File: config.mk
export PLATFORM = sky130hd
export DESIGN_NAME = mod_counter_chain
export DESIGN_NICKNAME = d
export VERILOG_FILES = /design/src/rtl/mod_counter_chain.sv
export SDC_FILE = /design/constraint.sdc
export NUM_CORES = 1
export LEC_CHECK = 0
export CAP_MARGIN = 30
export CELL_PAD_IN_SITES_DETAIL_PLACEMENT = 1
export CELL_PAD_IN_SITES_GLOBAL_PLACEMENT = 2
export CORE_UTILIZATION = 25
export CTS_CLUSTER_SIZE = 30
export DETAILED_ROUTE_END_ITERATION = 10
export PLACE_DENSITY_LB_ADDON = 0.1
export SLEW_MARGIN = 10
export SYNTH_ARGS = -nofsm -noshare
export SYNTH_HDL_FRONTEND = slang
export SYNTH_SLANG_ARGS = --single-unit
File: constraint.sdc
create_clock -name clk -period 3.2 [get_ports clk]
set_input_delay 0.48 -clock clk [delete_from_list [all_inputs] [get_ports clk]]
set_output_delay 0.48 -clock clk [all_outputs]
set_load 0.01 [all_outputs]
File: src/rtl/mod_counter_chain.sv
// Cascade of per-digit modulo-N counters with same-cycle carry/borrow ripple,
// clear, clamped parallel load and a registered whole-chain wrap pulse.
// Optional lap capture register is enabled by defining LAP_CAPTURE_EN.
module mod_counter_chain #(
  parameter int                      NUM_DIGITS   = 4,
  parameter logic [4*NUM_DIGITS-1:0] MOD_VALUES   = 16'h6A6A,
  parameter logic [4*NUM_DIGITS-1:0] RESET_VALUES = 16'h0000
) (
  input  logic                      clk,
  input  logic                      reset,
  input  logic                      clear,
  input  logic                      load,
  input  logic [4*NUM_DIGITS-1:0]   load_value,
  input  logic                      increment,
  input  logic                      down,
  output logic [4*NUM_DIGITS-1:0]   count,
  output logic [NUM_DIGITS-1:0]     digit_carry,
  output logic                      rollover
`ifdef LAP_CAPTURE_EN
  ,
  input  logic                      lap,
  output logic [4*NUM_DIGITS-1:0]   lap_count
`endif
);

  if (NUM_DIGITS < 1 || NUM_DIGITS > 8) begin : g_bad_num_digits
    $error("mod_counter_chain: NUM_DIGITS must be 1..8");
  end

  for (genvar g = 0; g < NUM_DIGITS; g++) begin : g_param_check
    if (MOD_VALUES[4*g +: 4] < 4'd2) begin : g_bad_mod
      $error("mod_counter_chain: modulus field below 2");
    end
    if (RESET_VALUES[4*g +: 4] >= MOD_VALUES[4*g +: 4]) begin : g_bad_reset
      $error("mod_counter_chain: reset value field not below its modulus");
    end
  end

  logic                    step_en;
  logic                    chain;
  logic                    at_edge;
  logic [3:0]              cur_digit;
  logic [3:0]              cur_mod;
  logic [3:0]              ld_field;
  logic [4*NUM_DIGITS-1:0] stepped;
  logic [4*NUM_DIGITS-1:0] clamped;
  logic [4*NUM_DIGITS-1:0] count_next;
  logic [NUM_DIGITS-1:0]   carry_int;

  // chain tracks whether every lower digit sits at its wrap point, so the
  // whole ripple resolves combinationally and lands on one edge.
  always_comb begin
    step_en   = increment && !reset && !clear && !load;
    stepped   = count;
    carry_int = '0;
    chain     = 1'b1;
    cur_digit = '0;
    cur_mod   = '0;
    at_edge   = 1'b0;
    for (int i = 0; i < NUM_DIGITS; i++) begin
      cur_digit = count[4*i +: 4];
      cur_mod   = MOD_VALUES[4*i +: 4];
      at_edge   = down ? (cur_digit == 4'd0) : (cur_digit == cur_mod - 4'd1);
      if (step_en && chain) begin
        carry_int[i] = at_edge;
        if (down) stepped[4*i +: 4] = at_edge ? cur_mod - 4'd1 : cur_digit - 4'd1;
        else      stepped[4*i +: 4] = at_edge ? 4'd0 : cur_digit + 4'd1;
      end
      chain = chain && at_edge;
    end
  end

  always_comb begin
    clamped  = '0;
    ld_field = '0;
    for (int i = 0; i < NUM_DIGITS; i++) begin
      ld_field = load_value[4*i +: 4];
      clamped[4*i +: 4] = (ld_field >= MOD_VALUES[4*i +: 4]) ?
                          MOD_VALUES[4*i +: 4] - 4'd1 : ld_field;
    end
  end

  always_comb begin
    if (reset || clear) count_next = RESET_VALUES;
    else if (load)      count_next = clamped;
    else if (increment) count_next = stepped;
    else                count_next = count;
  end

  assign digit_carry = carry_int;

  // carry_int is already zero under reset/clear/load, so the pulse is
  // dropped on those edges without extra gating.
  always_ff @(posedge clk) begin
    count <= count_next;
    if (reset) rollover <= 1'b0;
    else       rollover <= carry_int[NUM_DIGITS-1];
  end

`ifdef LAP_CAPTURE_EN
  always_ff @(posedge clk) begin
    if (reset)    lap_count <= '0;
    else if (lap) lap_count <= count_next;
  end
`endif

endmodule

==> results of run 1 <==
[sequential cells by signal (all words and copies together) (netlist names)]
register,count
count,16
rollover,1
[metal layers]
layer | wire length (µm) | part of all wire (%) | track usage, % | up-vias
met3 | 128 | 2.5 | 2.64 | 2
met1 | 2580 | 50 | 23.0 | 807
met5 | 0 | 0 | 0 | -
li1 | - | - | - | 861
met2 | 2480 | 48 | 29.1 | 29
met4 | 21 | 0.40 | 2.63 | 0
[per-stage QoR]
stage	utilization [%]	worst slack, ns	instances	power, mW	area, µm²
CTS	36.1	0.0739	327	0.615	2190
finish	36.4	0.147	327	0.608	2210
global route	36.4	0.0264	327	0.651	2210
global placement	35.4	0.108	323	0.439	2140
detailed placement	35.4	0.0678	323	0.438	2140
floorplan	-	1.21	206	0.351	1610
[cells in the mapped netlist (all sizes together), types with 2 or more instances]
master	n
a2111o	2
a2111oi	3
a211oi	5
a21o	2
a21oi	10
a221oi	3
a31o	2
a31oi	6
buf	6
clkbuf	3
dfxtp	17
ha	12
inv	20
mux2i	2
nand2	10
nand2b	7
nand3	10
nand3b	6
nand4	2
nor2	17
nor2b	5
nor3	6
nor3b	3
nor4bb	4
o21ai	13
o311ai	3
o41ai	3
xnor2	4
[power groups by stage]
stage	logic, mW	registers, mW	clock network, mW
global placement	0.198	0.241	0
global route	0.220	0.239	0.193
CTS	0.197	0.236	0.181
floorplan	0.111	0.241	0
detailed placement	0.196	0.241	0
finish	0.197	0.236	0.174
[cell type report]
class	instances	area (µm²)	area share, %
Timing Repair Buffer	51	492	22.3
Sequential cell	17	340	15.4
Clock buffer	3	41.3	1.87
Tap cell	75	93.8	4.25
Clock inverter	1	5.00	0.227
Inverter	20	75.1	3.40
Multi-Input combinational cell	160	1160	52.6
[path summary, 6_finish.rpt]
check | cells past startpoint | slack, ns | to | startpoint
hold / removal | 2 | 0.57 | count[15] | count[15]
hold reg to reg | 2 | 0.57 | count[15] | count[15]
setup / recovery | 7 | 0.15 | digit_carry[3] | down
setup reg to reg | 8 | 1.08 | count[13] | count[5]
[worst register-to-register path, cell delays in order (launching register included)]
cell and delay [ns]:
dfxtp_1 0.45, inv_1 0.15, ha_1 0.23, nor4bb_1 0.15, a21o_1 0.18, buf_4 0.16, a41oi_2 0.37, a311oi_1 0.09
a211oi_1 0.26
[cells by family (layout without fill, tap and decap cells)]
kind of cell               Yosys count  count (layout)  share of synthesized area [%]
buffers and inverters               29              75                           7.40
DFF                                 17              17                           21.2
muxes                                2               2                           1.25
and+or+nand+nor                     76              76                           28.0
AOI/OAI and AO/OA                   65              65                           30.1
adders and majority gates           12              12                           9.35
xor gates and xnor gates             5               5                           2.73
[layout by cell type (no fill, tap or decap), types with 2 or more instances in the layout]
| cell | synthesis | routed |
|---|---|---|
| clkdlybuf4s50_1 | 0 | 42 |
| inv_1 | 20 | 20 |
| dfxtp_1 | 17 | 17 |
| nor2_1 | 16 | 16 |
| o21ai_0 | 13 | 13 |
| ha_1 | 12 | 12 |
| nand2_1 | 10 | 10 |
| a21oi_1 | 9 | 9 |
| nand3_1 | 9 | 9 |
| buf_4 | 1 | 8 |
| nand2b_1 | 7 | 7 |
| nor3_1 | 6 | 6 |
| a31oi_1 | 6 | 6 |
| nand3b_1 | 5 | 5 |
| a211oi_1 | 5 | 5 |
| nor2b_1 | 5 | 5 |
| xnor2_1 | 4 | 4 |
| o41ai_1 | 3 | 3 |
| o311ai_0 | 3 | 3 |
| a221oi_1 | 3 | 3 |
| clkbuf_8 | 0 | 3 |
| nor4bb_2 | 0 | 2 |
| a31o_2 | 2 | 2 |
| nor4bb_1 | 4 | 2 |
| a21o_1 | 2 | 2 |
| nand4_1 | 2 | 2 |
| a2111oi_0 | 2 | 2 |
| mux2i_1 | 2 | 2 |
| nor3b_1 | 2 | 2 |
| a2111o_1 | 2 | 2 |
==> flow_metrics.py, run 1 <==
metrics = {
    "run_status": {
        "status": "complete, no violations",
    },
    "global_routing": {
        "grtUsageTotal_pct": 17.1,
        "grt_max_degree": 25,
        "grt_pass1_vias": 1741,
        "grt_pass1_wl_mm": 8.81,
        "overflow": 0,
        "antenna_found_initial": 0,
    },
    "finish": {
        "fill_cells": 746,
        "diodes": 0,
        "drive_gt1_share_pct": 9.92,
        "area_growth_pct": 37.4,
        "nets": 287,
    },
    "clock_network": {
        "root_buffer": "clkbuf_8",
        "post_cts_buffers": 0,
        "cts.sinks": 17,
        "cts.repair.resized": 0,
        "cts.clk_slew.worst_paths_ns": 0.09,
        "postCtsHoldBufs": 0,
        "insertion_delay_ns": 0.27,
        "cts.htree.levels": 1,
        "cts_tree": "yes",
        "numCtsBuffers": 3,
        "cts.path.max_buffers": 2,
    },
    "setup_path": {
        "crit_path_max_incr_delay_ns": 0.66,
        "cp-end-kind": "output port",
        "cp.arrival_ns": 2.57,
        "path_max_fanout": 21,
        "critPathBufInv": 3,
        "cpMaxStageDelayCell": "clkdlybuf4s50_1",
        "worstPathRequired_ns": 2.72,
        "cpMostUsedCell": "clkdlybuf4s50_1",
        "crit_chain": "clkdlybuf4s50_1, buf_6, nand3b_4, a21oi_4, nand4_1, nor2_1, clkdlybuf4s50_1",
        "critical_path_class": "primary input to output port",
        "start_kind": "primary input",
        "critPathTopFamily": "buffers and inverters",
    },
    "timing": {
        "fin_crit_ns": 3.05,
        "finClkSkew_ns": 0.0169,
        "tightestPinTransition_ns": 0.424,
        "setup_viol": 0,
        "slew_violations": 0,
        "hold_viol": 0,
        "setup-tns-final_ns": 0,
        "fin_crit_sh_pct": 95.4,
        "hold_slack_ns": 0.570,
        "grt_setup_unrepaired": "no",
        "max_freq_ghz": 0.328,
        "slew-limit-headroom_pct": 71.0,
    },
    "yosys": {
        "syn_avg_cell_area_um2": 7.80,
        "synth_edf_count": 0,
        "seq_area_frac_synth_pct": 21.2,
        "synthesis.area_um2": 1610,
        "yosys.area.top_type_share_pct": 21.2,
        "synth_cells": 206,
        "synth_cell_type_count": 55,
        "yosysTopAreaCell": "dfxtp_1",
        "synthesis.nets": 240,
        "postSynth.asyncResetShare_pct": 0,
        "synth_ff_type": "dfxtp_1",
        "ys.warnings.count": 0,
        "synthTopCellsByArea": "dfxtp_1, ha_1, inv_1",
        "ys_ff_latch": 17,
    },
    "die": {
        "die_area_um2": 6750,
        "coreArea_um2": 6060,
        "initial_core_util_pct": 26.5,
        "die-width_um": 82.2,
        "io_pins": 43,
        "die_h_um": 82.2,
        "rows": 28,
    },
    "route": {
        "drc_errors": 0,
        "finalWirelength_mm": 5.21,
        "drtIter0Drc": 70,
        "ant_nets": 0,
        "vias_per_cell": 5.20,
        "vias": 1699,
        "first_pass_iters": 4,
        "routedWlPerCell_um": 15.9,
    },
    "placement": {
        "dp_hpwl_mm": 3.96,
        "portBuffers": 42,
        "gp_congestion": 0.757,
    },
    "pwr": {
        "p_int_mw": 0.406,
        "p_sw_share_pct": 33.2,
        "peakVddDrop_mv": 0.152,
        "comb_power_share_pct": 32.4,
        "power_frac_clock_pct": 28.7,
        "leakage_nw": 0.795,
        "switching_power_mw": 0.202,
        "power-per-cell-area_nw_per_um2": 275,
        "power_frac_seq_pct": 38.9,
    },
    "min_path": {
        "hp-class": "flip-flop to flip-flop",
    },
    "flow_run": {
        "drv_cap": 0,
    },
}
Note: power is estimated with default switching activity, not from simulation.
==> run 2: changes to the inputs <==
--- a/config.mk
+++ b/config.mk
@@ -11,6 +11,7 @@
 export CORE_UTILIZATION = 25
 export CTS_CLUSTER_SIZE = 30
 export DETAILED_ROUTE_END_ITERATION = 10
+export MAX_ROUTING_LAYER = met4
 export PLACE_DENSITY_LB_ADDON = 0.1
 export SLEW_MARGIN = 10
 export SYNTH_ARGS = -nofsm -noshare
==> run 2 against run 1 <==
Worst setup slack better by 0.0010 ns; fmax about the same; largest power group unchanged; critical path type unchanged; design area unchanged; clock-buffer cell count unchanged; via count up 0.24%; sequential power about the same; largest cell class unchanged; die area unchanged; highest routed layer unchanged.
==> flow_metrics.py, run 2 (synthesis gave the netlist of run 1 again) <==
metrics = {
    "die": {
        "io_pins": 43,
        "initial_core_util_pct": 26.5,
        "die-width_um": 82.2,
        "die_h_um": 82.2,
        "rows": 28,
        "die_area_um2": 6750,
        "coreArea_um2": 6060,
    },
    "route": {
        "drtIter0Drc": 50,
        "ant_nets": 0,
        "routedWlPerCell_um": 15.9,
        "drc_errors": 0,
        "vias_per_cell": 5.21,
        "finalWirelength_mm": 5.20,
        "first_pass_iters": 4,
        "vias": 1703,
    },
    "global_routing": {
        "antenna_found_initial": 0,
        "grt_pass1_vias": 1741,
        "grt_pass1_wl_mm": 8.79,
        "grtUsageTotal_pct": 17.6,
        "overflow": 0,
        "grt_max_degree": 25,
    },
    "clock_network": {
        "postCtsHoldBufs": 0,
        "cts.sinks": 17,
        "cts.path.max_buffers": 2,
        "cts_tree": "yes",
        "numCtsBuffers": 3,
        "root_buffer": "clkbuf_8",
        "cts.clk_slew.worst_paths_ns": 0.09,
        "insertion_delay_ns": 0.27,
        "cts.repair.resized": 0,
        "post_cts_buffers": 0,
        "cts.htree.levels": 1,
    },
    "finish": {
        "final_common_cell": "clkdlybuf4s50_1",
        "largest_reg_flops": 16,
        "area_growth_pct": 37.4,
        "diodes": 0,
        "nets": 287,
        "max_flop_register": "count",
        "drive_gt1_share_pct": 9.92,
        "final_cell_mix": "clkdlybuf4s50_1, inv_1, dfxtp_1, nor2_1, o21ai_0",
        "reg_top3": "count x16, rollover x1",
    },
    "timing": {
        "fin_crit_ns": 3.05,
        "setup-tns-final_ns": 0,
        "hold_viol": 0,
        "finClkSkew_ns": 0.0204,
        "grt_setup_unrepaired": "no",
        "slew_violations": 0,
        "fin_crit_sh_pct": 95.4,
        "hold_slack_ns": 0.568,
        "tightestPinTransition_ns": 0.425,
        "max_freq_ghz": 0.328,
        "setup_viol": 0,
        "slew-limit-headroom_pct": 70.9,
    },
    "setup_path": {
        "critical_path_class": "primary input to output port",
        "r2r_end": "count[13]",
        "path_max_fanout": 21,
        "worstPathRequired_ns": 2.72,
        "start_kind": "primary input",
        "cp-end-kind": "output port",
        "regToRegStartpoint": "count[5]",
        "reg2reg_depth": 8,
        "worst-r2r-setup-slack_ns": 1.07,
        "cp.arrival_ns": 2.57,
    },
    "min_path": {
        "holdPathEnd": "count[4]",
        "hp-class": "flip-flop to flip-flop",
        "min-delay-start": "count[4]",
        "hold_depth": 2,
    },
    "placement": {
        "portBuffers": 42,
        "gp_congestion": 0.767,
        "dp_hpwl_mm": 3.96,
    },
    "pwr": {
        "leakage_nw": 0.795,
        "peakVddDrop_mv": 0.156,
        "power-per-cell-area_nw_per_um2": 276,
    },
    "run_status": {
        "status": "complete, no violations",
    },
    "flow_run": {
        "drv_cap": 0,
    },
}
## run 2: cell counts in the layout (fill, tap and decap cells not counted)
Identical to the previous run, type by type.
## run 2: cell type report
cell class | count | area (µm²)
sequential | 17 | 340
multi-input combinational | 160 | 1160
clock inverter | 1 | 5.00
tap | 75 | 93.8
timing repair buffer | 51 | 492
inverter | 20 | 75.1
fill | 746 | 3850
clock buffer | 3 | 41.3
## run 2: power breakdown
group	switching [mW]	internal (mW)	total, mW
sequential	0.0164	0.220	0.236
combinational	0.0969	0.0997	0.197
clock	0.0905	0.0868	0.177
total	0.204	0.406	0.610
## run 2: metrics by stage
| stage | worst slack [ns] | power [mW] | std cells | instance area (µm²) | utilization (%) |
|---|---|---|---|---|---|
| detailed placement | 0.0678 | 0.438 | 323 | 2140 | 35.4 |
| floorplan | 1.21 | 0.351 | 206 | 1610 | - |
| global placement | 0.108 | 0.439 | 323 | 2140 | 35.4 |
| CTS | 0.0739 | 0.615 | 327 | 2190 | 36.1 |
| finish | 0.148 | 0.610 | 327 | 2210 | 36.4 |
| global route | 0.0267 | 0.651 | 327 | 2210 | 36.4 |
## run 2: per-layer routing
layer / GRT usage (%) / share of wire (%) / wire, µm / vias up
li1: - / - / - / 861
met1: 23.0 / 49 / 2560 / 811
met2: 29.1 / 48 / 2490 / 29
met3: 2.64 / 2.5 / 131 / 2
met4: 2.63 / 0.40 / 21 / 0
met5: - / 0 / 0 / -
## run 2: worst max path at each step
stage	from	endpoint	depth (start not counted)	slack, ns
floorplan	count[5]	digit_carry[3]	6	1.21
global placement	down	digit_carry[3]	7	0.11
detailed placement	down	digit_carry[3]	7	0.07
CTS	down	digit_carry[3]	7	0.07
global route	down	digit_carry[1]	8	0.03
finish	down	digit_carry[3]	7	0.15
## run 2: critical path, cell delays in order
cell,delay (ns)
clkdlybuf4s50_1,0.66
buf_6,0.25
nand3b_4,0.10
a21oi_4,0.15
nand4_1,0.21
nor2_1,0.17
clkdlybuf4s50_1,0.54
==> run 3: changes to the inputs <==
--- a/config.mk
+++ b/config.mk
@@ -9,7 +9,7 @@
 export CELL_PAD_IN_SITES_DETAIL_PLACEMENT = 1
 export CELL_PAD_IN_SITES_GLOBAL_PLACEMENT = 2
 export CORE_UTILIZATION = 25
-export CTS_CLUSTER_SIZE = 30
+export CTS_CLUSTER_SIZE = 25
 export DETAILED_ROUTE_END_ITERATION = 10
 export MAX_ROUTING_LAYER = met4
 export PLACE_DENSITY_LB_ADDON = 0.1
==> results of run 3 <==
Same layout as run 2: the final DEF is identical, and so are final timing and power.
==> RTL change (flow settings as in run 1) <==
The option `LAP_CAPTURE_EN` is turned on by a define.
--- a/src/rtl/mod_counter_chain.sv
+++ b/src/rtl/mod_counter_chain.sv
@@ -1,6 +1,8 @@
 // Cascade of per-digit modulo-N counters with same-cycle carry/borrow ripple,
 // clear, clamped parallel load and a registered whole-chain wrap pulse.
 // Optional lap capture register is enabled by defining LAP_CAPTURE_EN.
+`define LAP_CAPTURE_EN
+
 module mod_counter_chain #(
   parameter int                      NUM_DIGITS   = 4,
   parameter logic [4*NUM_DIGITS-1:0] MOD_VALUES   = 16'h6A6A,
Ports: changed (added lap and lap_count); port bits go from 43 to 60. The function was not compared with the original's and may differ.
==> RTL change against run 1 <==
- wire length is 64% higher
- setup slack got worse by 0.0049 ns
- total power grew 83%
- synthesized cell count grew 33%
- area after synthesis is 48% higher
- register-to-register slack lost 0.27 ns
- maximum frequency fell by 0.16%
- first-iteration DRC count grew 27%
- via count grew 41%
- sequential power up 87%
- sequential cell count increased by 16
- cell area up 51%
- non-clock buffer count up 29
- largest cell class unchanged
==> RTL change: results (changes against run 1) <==
leakage = 1.23 nW (was 0.795 nW)
share of cells above drive strength 1 = 13.6% (was 9.92%)
adder-cell area share of the yosys netlist = 6.32% (was 9.35%)
Slew @ Worst Pin = 0.539 ns (was 0.424 ns)
Max VDD drop = 142 uV (was 152 uV)
Max FO, Critical Path = 24 (was 21)
initial drt markers = 89 (was 70)
CP arrival = 2.58 ns (was 2.57 ns)
# fillers = 1,108 (was 746)
Num CTS Buffers = 5 (was 3)
RR Startpoint = count[1]$_DFF_P_ (was count[5]$_SDFFE_PP0P_)
worst slack at placement = 0.0521 ns (was 0.0678 ns)
dpl hpwl = 6620 um (was 3960 um)
worst reg2reg setup slack = 0.81 ns (was 1.08 ns)
Synth Area in Compound Gates = 28.0% (was 30.1%)
vias in the first global route = 2,420 (was 1,741)
Clock Skew = 0.00278 ns (was 0.0169 ns)
Min-Delay Endpoint = lap_count[14]$_SDFFE_PP0P_ (was count[15]$_SDFFE_PP0P_)
crit-path max cell delay = 0.53 ns (was 0.66 ns)
min-delay src = lap_count[14]$_SDFFE_PP0P_ (was count[15]$_SDFFE_PP0P_)
worst reg2reg path endpoint = lap_count[9]$_SDFFE_PP0P_ (was count[13]$_SDFFE_PP0P_)
Yosys cell types = 77 (was 55)
GP Congestion = 0.800 (was 0.757)
Final Util = 36.1% (was 36.4%)
mux cell area share after synthesis = 2.74% (was 1.25%)
largest cells by area after synthesis = dfxtp_1 28%, ha_1 6.3%, inv_1 3.3% (was dfxtp_1 21%, ha_1 9.3%, inv_1 4.7%)
Total GRT Usage = 18.0% (was 17.1%)
number of H-tree levels = 2 (was 1)
WL met3 = 320 um (was 128 um)
Synth top cells by count = 33 x dfxtp_1, 21 x inv_1, 18 x nor2_1 (was 20 x inv_1, 17 x dfxtp_1, 16 x nor2_1)
R2R cell count = 9 (was 8)
wire length on met2 = 3560 um (was 2480 um)
placed cells = 467 (was 323)
worst hold slack = 0.460 ns (was 0.570 ns)
Post-Synth XOR/XNOR Area = 1.47% (was 2.73%)
metal1 wirelength = 4630 um (was 2580 um)
status = completed (unchanged)
post-DR vias/cell = 5.05 (was 5.20)
global-route wire length before repair = 13,700 um (was 8810 um)
IO buf count = 59 (was 42)
NumNets Final = 380 (was 287)
max-cap violation count = 0 (unchanged)
RTL change: changes by cell type after synthesis, moves of 4 or more:
cell             run 1  this run
nand3_1              9         3
o21ai_0             13         8
nor4bb_1             4         0
dfxtp_1             17        33
o21ai_1              0         6
nor3b_1              2         7
RTL change: worst min-delay path: cells and delay by family, from the launching register on:
kind               cells  cell delay, ns
AOI/OAI and AO/OA      1            0.05
DFF                    1            0.33
and+or+nand+nor        1            0.05
RTL change: metal layers:
| metal | global-route usage [%] | vias up |
|---|---|---|
| met4 | 2.71 | 0 |
| li1 | - | 1178 |
| met1 | 27.9 | 1162 |
| met2 | 26.4 | 58 |
| met5 | 0 | - |
| met3 | 2.74 | 2 |
RTL change: final cells by class:
| cell class | count | area share (%) |
|---|---|---|
| Tap cell | 129 | 4.84 |
| Timing Repair Buffer | 80 | 22.8 |
| Multi-Input combinational cell | 204 | 46.7 |
| Clock inverter | 1 | 0.900 |
| Sequential cell | 33 | 19.8 |
| Clock buffer | 7 | 2.59 |
| Inverter | 21 | 2.36 |
RTL change: kinds of logic after synthesis:
| logic type | after synthesis |
|---|---|
| compound gates | 86 |
| xor+xnor | 4 |
| fa+ha+maj | 12 |
| buf+inv | 38 |
| flops | 33 |
| mux | 5 |
| simple gates | 97 |
RTL change: power breakdown:
part	switching, W	internal [W]
clock network	0.000169	0.000254
logic	0.000122	0.000122
registers	0.0000185	0.000423
total	0.000310	0.000800
RTL change: worst max-delay path by stage:
stage	startpoint	endpoint	slack (ns)	depth (start not counted)
after floorplan	count[0]$_DFF_P_	digit_carry[3]	0.80	5
after CTS	increment	digit_carry[3]	0.05	6
after global routing	down	digit_carry[3]	0.02	7
final	down	digit_carry[3]	0.14	7
after detailed placement	increment	digit_carry[3]	0.05	6
after global placement	increment	digit_carry[3]	0.05	6
